[src/rtl/fwd_hazard_unit.sv]
// Forwarding/interlock unit at the ID/EX boundary: shadows in-flight writers,
// produces registered EX operand selects and a combinational load-use stall.
module fwd_hazard_unit #(
  parameter int unsigned RA_W  = 5,
  parameter int unsigned DEPTH = 3,
  parameter int unsigned LAT_W = 2,
  parameter int unsigned SEL_W = $clog2(DEPTH + 1),
  parameter int unsigned CNT_W = 16
) (
  input  logic             clk,
  input  logic             rst,
  input  logic             id_valid,
  input  logic [RA_W-1:0]  id_rs,
  input  logic [RA_W-1:0]  id_rt,
  input  logic             id_rs_used,
  input  logic             id_rt_used,
  input  logic [RA_W-1:0]  id_rw,
  input  logic             id_regWr,
  input  logic [LAT_W-1:0] id_lat,
  input  logic             id_flush,
  output logic             stall,
  output logic [SEL_W-1:0] ex_fwdA,
  output logic [SEL_W-1:0] ex_fwdB,
  output logic [CNT_W-1:0] stall_cnt
);

  typedef struct packed {
    logic             v;
    logic [RA_W-1:0]  rw;
    logic [LAT_W-1:0] lat;
  } sb_entry_t;

  sb_entry_t        sb_q [DEPTH];
  sb_entry_t        entry0_c;

  logic             found_a_c;
  logic             found_b_c;
  logic             haz_a_c;
  logic             haz_b_c;
  logic [SEL_W-1:0] sel_a_c;
  logic [SEL_W-1:0] sel_b_c;
  logic             transfer_c;

  // Youngest-match lookup per operand; a match younger than its latency is a hazard.
  always_comb begin
    found_a_c = 1'b0;
    found_b_c = 1'b0;
    haz_a_c   = 1'b0;
    haz_b_c   = 1'b0;
    sel_a_c   = '0;
    sel_b_c   = '0;
    for (int k = 0; k < int'(DEPTH); k++) begin
      if (!found_a_c && id_valid && id_rs_used && (id_rs != '0) &&
          sb_q[k].v && (sb_q[k].rw == id_rs)) begin
        found_a_c = 1'b1;
        if ((k + 1) >= int'(sb_q[k].lat)) begin
          sel_a_c = SEL_W'(k + 1);
        end else begin
          haz_a_c = 1'b1;
        end
      end
      if (!found_b_c && id_valid && id_rt_used && (id_rt != '0) &&
          sb_q[k].v && (sb_q[k].rw == id_rt)) begin
        found_b_c = 1'b1;
        if ((k + 1) >= int'(sb_q[k].lat)) begin
          sel_b_c = SEL_W'(k + 1);
        end else begin
          haz_b_c = 1'b1;
        end
      end
    end
  end

  assign stall      = id_valid & ~id_flush & (haz_a_c | haz_b_c);
  assign transfer_c = id_valid & ~id_flush & ~stall;

  // New EX-stage entry: a bubble unless the ID instruction actually moves.
  always_comb begin
    entry0_c = '0;
    if (transfer_c) begin
      entry0_c.v   = id_regWr & (id_rw != '0);
      entry0_c.rw  = id_rw;
      entry0_c.lat = (id_lat == '0) ? LAT_W'(1) : id_lat;
    end
  end

  always_ff @(posedge clk) begin
    if (rst) begin
      for (int k = 0; k < int'(DEPTH); k++) begin
        sb_q[k] <= '0;
      end
      ex_fwdA   <= '0;
      ex_fwdB   <= '0;
      stall_cnt <= '0;
    end else begin
      for (int k = int'(DEPTH) - 1; k > 0; k--) begin
        sb_q[k] <= sb_q[k-1];
      end
      sb_q[0]   <= entry0_c;
      ex_fwdA   <= transfer_c ? sel_a_c : '0;
      ex_fwdB   <= transfer_c ? sel_b_c : '0;
      if (stall && (stall_cnt != '1)) begin
        stall_cnt <= stall_cnt + CNT_W'(1);
      end
    end
  end

endmodule

[config.mk]
export PLATFORM = sky130hd
export DESIGN_NAME = fwd_hazard_unit
export DESIGN_NICKNAME = d
export VERILOG_FILES = /design/src/rtl/fwd_hazard_unit.sv
export SDC_FILE = /design/constraint.sdc
export NUM_CORES = 1
export LEC_CHECK = 0
export BUFFER_PORTS_ARGS = -buffer_cell sky130_fd_sc_hd__buf_2
export CAP_MARGIN = 5
export CORE_MARGIN = 3
export CORE_UTILIZATION = 49
export DETAILED_ROUTE_END_ITERATION = 16
export PLACE_DENSITY = 0.76
export SLEW_MARGIN = 20
export SYNTH_ARGS = -nofsm -noshare
export SYNTH_HDL_FRONTEND = slang
export SYNTH_SLANG_ARGS = --single-unit
[constraint.sdc]
create_clock -name clk -period 2.55 [get_ports clk]
set_clock_uncertainty 0.15 [all_clocks]
set_input_delay 0.51 -clock clk [delete_from_list [all_inputs] [get_ports clk]]
set_output_delay 0.51 -clock clk [all_outputs]
set_load 0.05 [all_outputs]
; After elaboration in Yosys (flattened, before gate mapping)
; Memory sizes are Yosys's and may differ from the RTL's.
; Cells that the tools add are included.
[op_classes]
n_eq_ne = 7
reduce_logical = 38
addsub = 1
magnitude_cmp = 2
bitwise = 11
muxes = 28
[op_table]
columns = operator, n
row1 = 8-bit 2-to-1 mux, 4
row2 = 5-bit equality test, 6
row3 = 1-bit logical AND, 29
row4 = "16-bit by 1-bit adder with 16-bit output, second input constant", 1
row5 = 1-bit 2-to-1 mux, 16
row6 = 2-bit 2-to-1 mux, 8
row7 = "16-bit inequality test, second input constant", 1
row8 = 5-bit nonzero test, 3
row9 = 1-bit bitwise AND, 4
row10 = 1-bit logical NOT, 4
row11 = 1-bit bitwise OR, 4
row12 = 1-bit NOT, 3
row13 = "1-bit by 2-bit >= comparator with 1-bit output, first input constant", 1
row14 = "2-bit >= comparator, first input constant", 1
row15 = 2-bit logical NOT, 1
row16 = 2-bit OR reduction, 1
[totals]
word_cells = 91
out_inout_bits = 21
mem_count = 1
ramBits = 24
regBits = 20
[memory_table]
columns = memory, depth, width, read_ports, rd_clocked_by_memory_dff, wr, line_no
row1 = sb_q, 3, 8, 3, 0, 3, 33  ; sb_entry_t sb_q [DEPTH];

; Depth between registers and ports, before layout
[logic_depth]
word_depth = 19
mapped_depth = 9

; Worst setup path before layout
; Ideal clock, no wire load.
[synth_path]
path_type = input to output
startpoint = input id_rs[0]
endpoint = output stall
required_ns = 1.890
path_buffers = 1
arrival_ns = 2.311
path_slack_ns = -0.421
cell_stages = 7
path_cell_list = xor2_1 > nor4_1 > nand3_1 > o22ai_2 > a2bb2oi_4 > buf_2 > nor2_1
[synth_via]
elab_chain_cells = 14
word_cells_on_any_way = 18
[synth_lines]
columns = item, line_no
row1 = "start, declared", 13  ; input logic [RA_W-1:0] id_rs,
row2 = 5-bit nonzero test, 53  ; if (!found_a_c && id_valid && id_rs_used && (id_rs != '0) &&
row3 = 1-bit logical AND (2 in a row), 53
row4 = 1-bit logical AND, 54  ; sb_q[k].v && (sb_q[k].rw == id_rs)) begin
row5 = 1-bit 2-to-1 mux, 53
row6 = 1-bit logical NOT, 53
row7 = 1-bit logical AND (4 in a row), 53
row8 = 1-bit logical AND, 54
row9 = 1-bit 2-to-1 mux (*), 53
row10 = 1-bit bitwise OR (*), 74  ; assign stall = id_valid & ~id_flush & (haz_a_c | haz_b_c);
row11 = 1-bit bitwise AND (*), 74
row12 = "end, declared", 21  ; output logic stall,
; Mark *: on every way between the ends. The rest lies on a longest branch, timed or not.

; Final worst setup path
[layout_path]
startpoint = input id_rs[1]
endpoint = output stall
; The elaborated chain is that of the path after synthesis.

==> flow_summary.toml <==
[power]
power.total_mw = 1.23
vdd_drop_max_uv = 310
p_leak_nw = 1.18
swShare_pct = 25.9
intPower_mw = 0.914
power.switching_mw = 0.319
p_comb_share_pct = 10.4
pwr-share-seq_pct = 54.3
power.density_nw_per_um2 = 431
p_clk_share_pct = 35.3

[floorplanning]
dieArea_um2 = 5150
chipHeight_um = 71.7
initial_core_util_pct = 51.8
io_pins = 45
fp.dieW_um = 71.7
rows = 23
core_area_um2 = 4090

[timing]
max-slew-margin-rel_pct = 56.0
setup_viol = 12
fin_hold_ws_ps = 264
period_needed_ps = 2780
period_share_pct = 109
fmax_mhz = 359
tightestPinTransition_ps = 657
setup_ws_ps = -232
slew_viol_final = 0
finalHoldViolations = 0
rsz0062_at_grt = "yes"

[synthesis]
synth_edf_count = 0
synth_commonest_cells = "dfxtp_1, xor2_1, nor2b_1, a21oi_1"
synth-seq-cells = 42
synth_nets = 250
yosysMostFrequentCell = "dfxtp_1"
synthDistinctLibCells = 44
synth_top_area_share_pct = 39.7
synthArstFlopShare_pct = 0
synth_top_area_cell = "dfxtp_1"
syn_avg_cell_area_um2 = 9.41
synth_area_um2 = 2120
ys_warn_count = 0
yosys-top-cells-area = "dfxtp_1, xor2_1, nor2b_1"
synth_cells = 225
synth_ff_type = "dfxtp_1"
synth_seq_area_share_pct = 39.7

[critical_path]
crit_path_max_incr_delay_ps = 340
crit_path_top_delay_cell = "nor4_1"
critPathCaptureType = "output port"
arrival_ps = 2120
critPathRequiredTime_ps = 1890
crit_top_cell = "buf_6"
crit_family = "simple AND/OR/NAND/NOR gates"
cp_num_buf_inv = 3
path_cells = "buf_2 -> xor2_1 -> nor4_1 -> nand3_1 -> buf_6 -> a32oi_4 -> a2bb2oi_4 -> nor2_4 -> buf_6"
worstReg2RegStart = "sb_q[0][3]$_SDFF_PP0_"
critPathKind = "input pin to output port"
cp_max_fo = 4
worstSetupStartpointType = "input pin"
crit_start = "id_rs[1]"

[cells_and_area]
diodes = 0
final_nets = 330
syn_to_final_growth_pct = 35.2
final-instance-count-excl-fill = 356
final_area_um2 = 2860
drive_gt1_share_pct = 37.6

[global_routing]
track_usage_pct = 22.3
overflow = 0
antenna_found_initial = 0
grt_max_degree = 24
grt_pass1_vias = 1914
grt_first_pass_wirelength_um = 9040

[clock_tree]
cts_made_buffers = 5
ctsLongestPathBuffers = 2
h-tree-depth = 2
clk_pin_slew_ps = 90
cts_sinks = 42
clock_latency_ps = 300
cts_root_buf = "clkbuf_8"
cts_tree = "done"

[routing]
wl_per_cell_um = 16.8
wirelength_um = 5990
drt-initial-drc-count = 144
ant_nets = 0
via_per_inst = 5.73
first_pass_iters = 4
drc_errors = 0
dr_total_vias = 2039

[placed_design]
dp.cells = 343
dp_hpwl_um = 4130
gp_congestion = 0.878
dp_slack_ps = -338
port_buffers = 44
dpl_cell_area_um2 = 2630

[run_status]
status = "complete, but fails checks"
violations = "negative setup slack"

[flow_run]
drv_cap = 0

[worst_hold_path]
hp-class = "input pin to flip-flop"
hp-start = "id_lat[1]"
==> per-layer routing <==
metal | vias to the layer above | share of wire (%) | track usage, %
met5 | - | 0 | 0
met4 | 0 | 1.8 | 6.89
met3 | 10 | 5.5 | 4.21
met2 | 70 | 48 | 35.1
met1 | 966 | 45 | 30.9
li1 | 993 | - | -
==> power groups by stage <==
| stage | registers (mW) | clock network [mW] | logic, mW |
|---|---|---|---|
| 6_report | 0.669 | 0.435 | 0.128 |
| 3_5_place_dp | 0.684 | 0 | 0.117 |
| 4_1_cts | 0.668 | 0.443 | 0.118 |
| 3_3_place_gp | 0.683 | 0 | 0.114 |
| 5_1_grt | 0.670 | 0.472 | 0.138 |
| 2_1_floorplan | 0.682 | 0 | 0.0526 |
==> timing repair <==
item,4_1_cts,5_1_grt
resized for setup,4,16
pin swaps,5,9
hold buffers,0,0
setup endpoints to repair,13,18
buffers inserted,4,2
==> worst reg2reg max path, stage by stage (launching register included) <==
cell,delay [ps]
dfxtp_2,350
xor2_1,150
nor4_1,340
nand3_1,190
buf_4,190
o22ai_4,180
a2bb2oi_4,100
buf_4,220
or4_1,460
and3b_1,190
==> worst paths after layout <==
kind                                end  slack (ps)  cells past startpoint
max                               stall        -230                      9
min reg2reg       sb_q[0][8]$_SDFF_PP0_         300                      1
min               sb_q[0][0]$_SDFF_PP0_         260                      2
max reg2reg  stall_cnt[14]$_SDFFE_PP0P_         -70                      9
==> logic make-up (layout without fill, tap and decap cells) <==
group / after synthesis / in the layout / synth area share, %
DFF: 42 / 42 / 39.7
buffers and inverters: 16 / 97 / 3.31
xor gates and xnor gates: 30 / 30 / 12.4
and+or+nand+nor: 90 / 90 / 25.5
adders and majority gates: 1 / 1 / 0.591
AOI/OAI and AO/OA: 41 / 41 / 15.6
muxes: 5 / 5 / 2.84
==> state kept, by name (all words and copies together) (netlist names) <==
signal,cells
sb_q,22
stall_cnt,16
ex_fwdB,2
ex_fwdA,2
==> area by class of cell <==
cell class	instances	area [um^2]
multi-input cells	167	1330
fillers	322	1220
flip-flops and latches	42	847
repair buffers	81	508
clock buffers	5	68.8
well taps	50	62.6
inverters	8	30.0
clock inverters	3	21.3
==> placed cells by master, fill, tap and decap left out, types with 3 or more instances in the layout <==
cell type  count
a21oi_1       13
nor3_1         4
xor2_1        20
and3_1         9
nor2b_1       17
dfxtp_1       37
nand4_1        7
dfxtp_2        5
o31ai_1        6
buf_2         43
nor2_1         7
clkbuf_8       5
o21ai_1        3
a41o_1         4
nand2_1        5
or4_1          8
o2111ai_1      5
buf_4         36
inv_1          8
and2_1         3
xnor2_1       10
nand3_1        8
nor4_1         3
==> metrics by stage <==
step	utilization, %	TNS (ps)
after floorplan	-	-303
after global placement	64.4	-3960
after detailed placement	64.4	-5750
after CTS	67.5	-518
after global routing	70.1	-2260
final	70.1	-892
(Power assumes the default switching activity.)
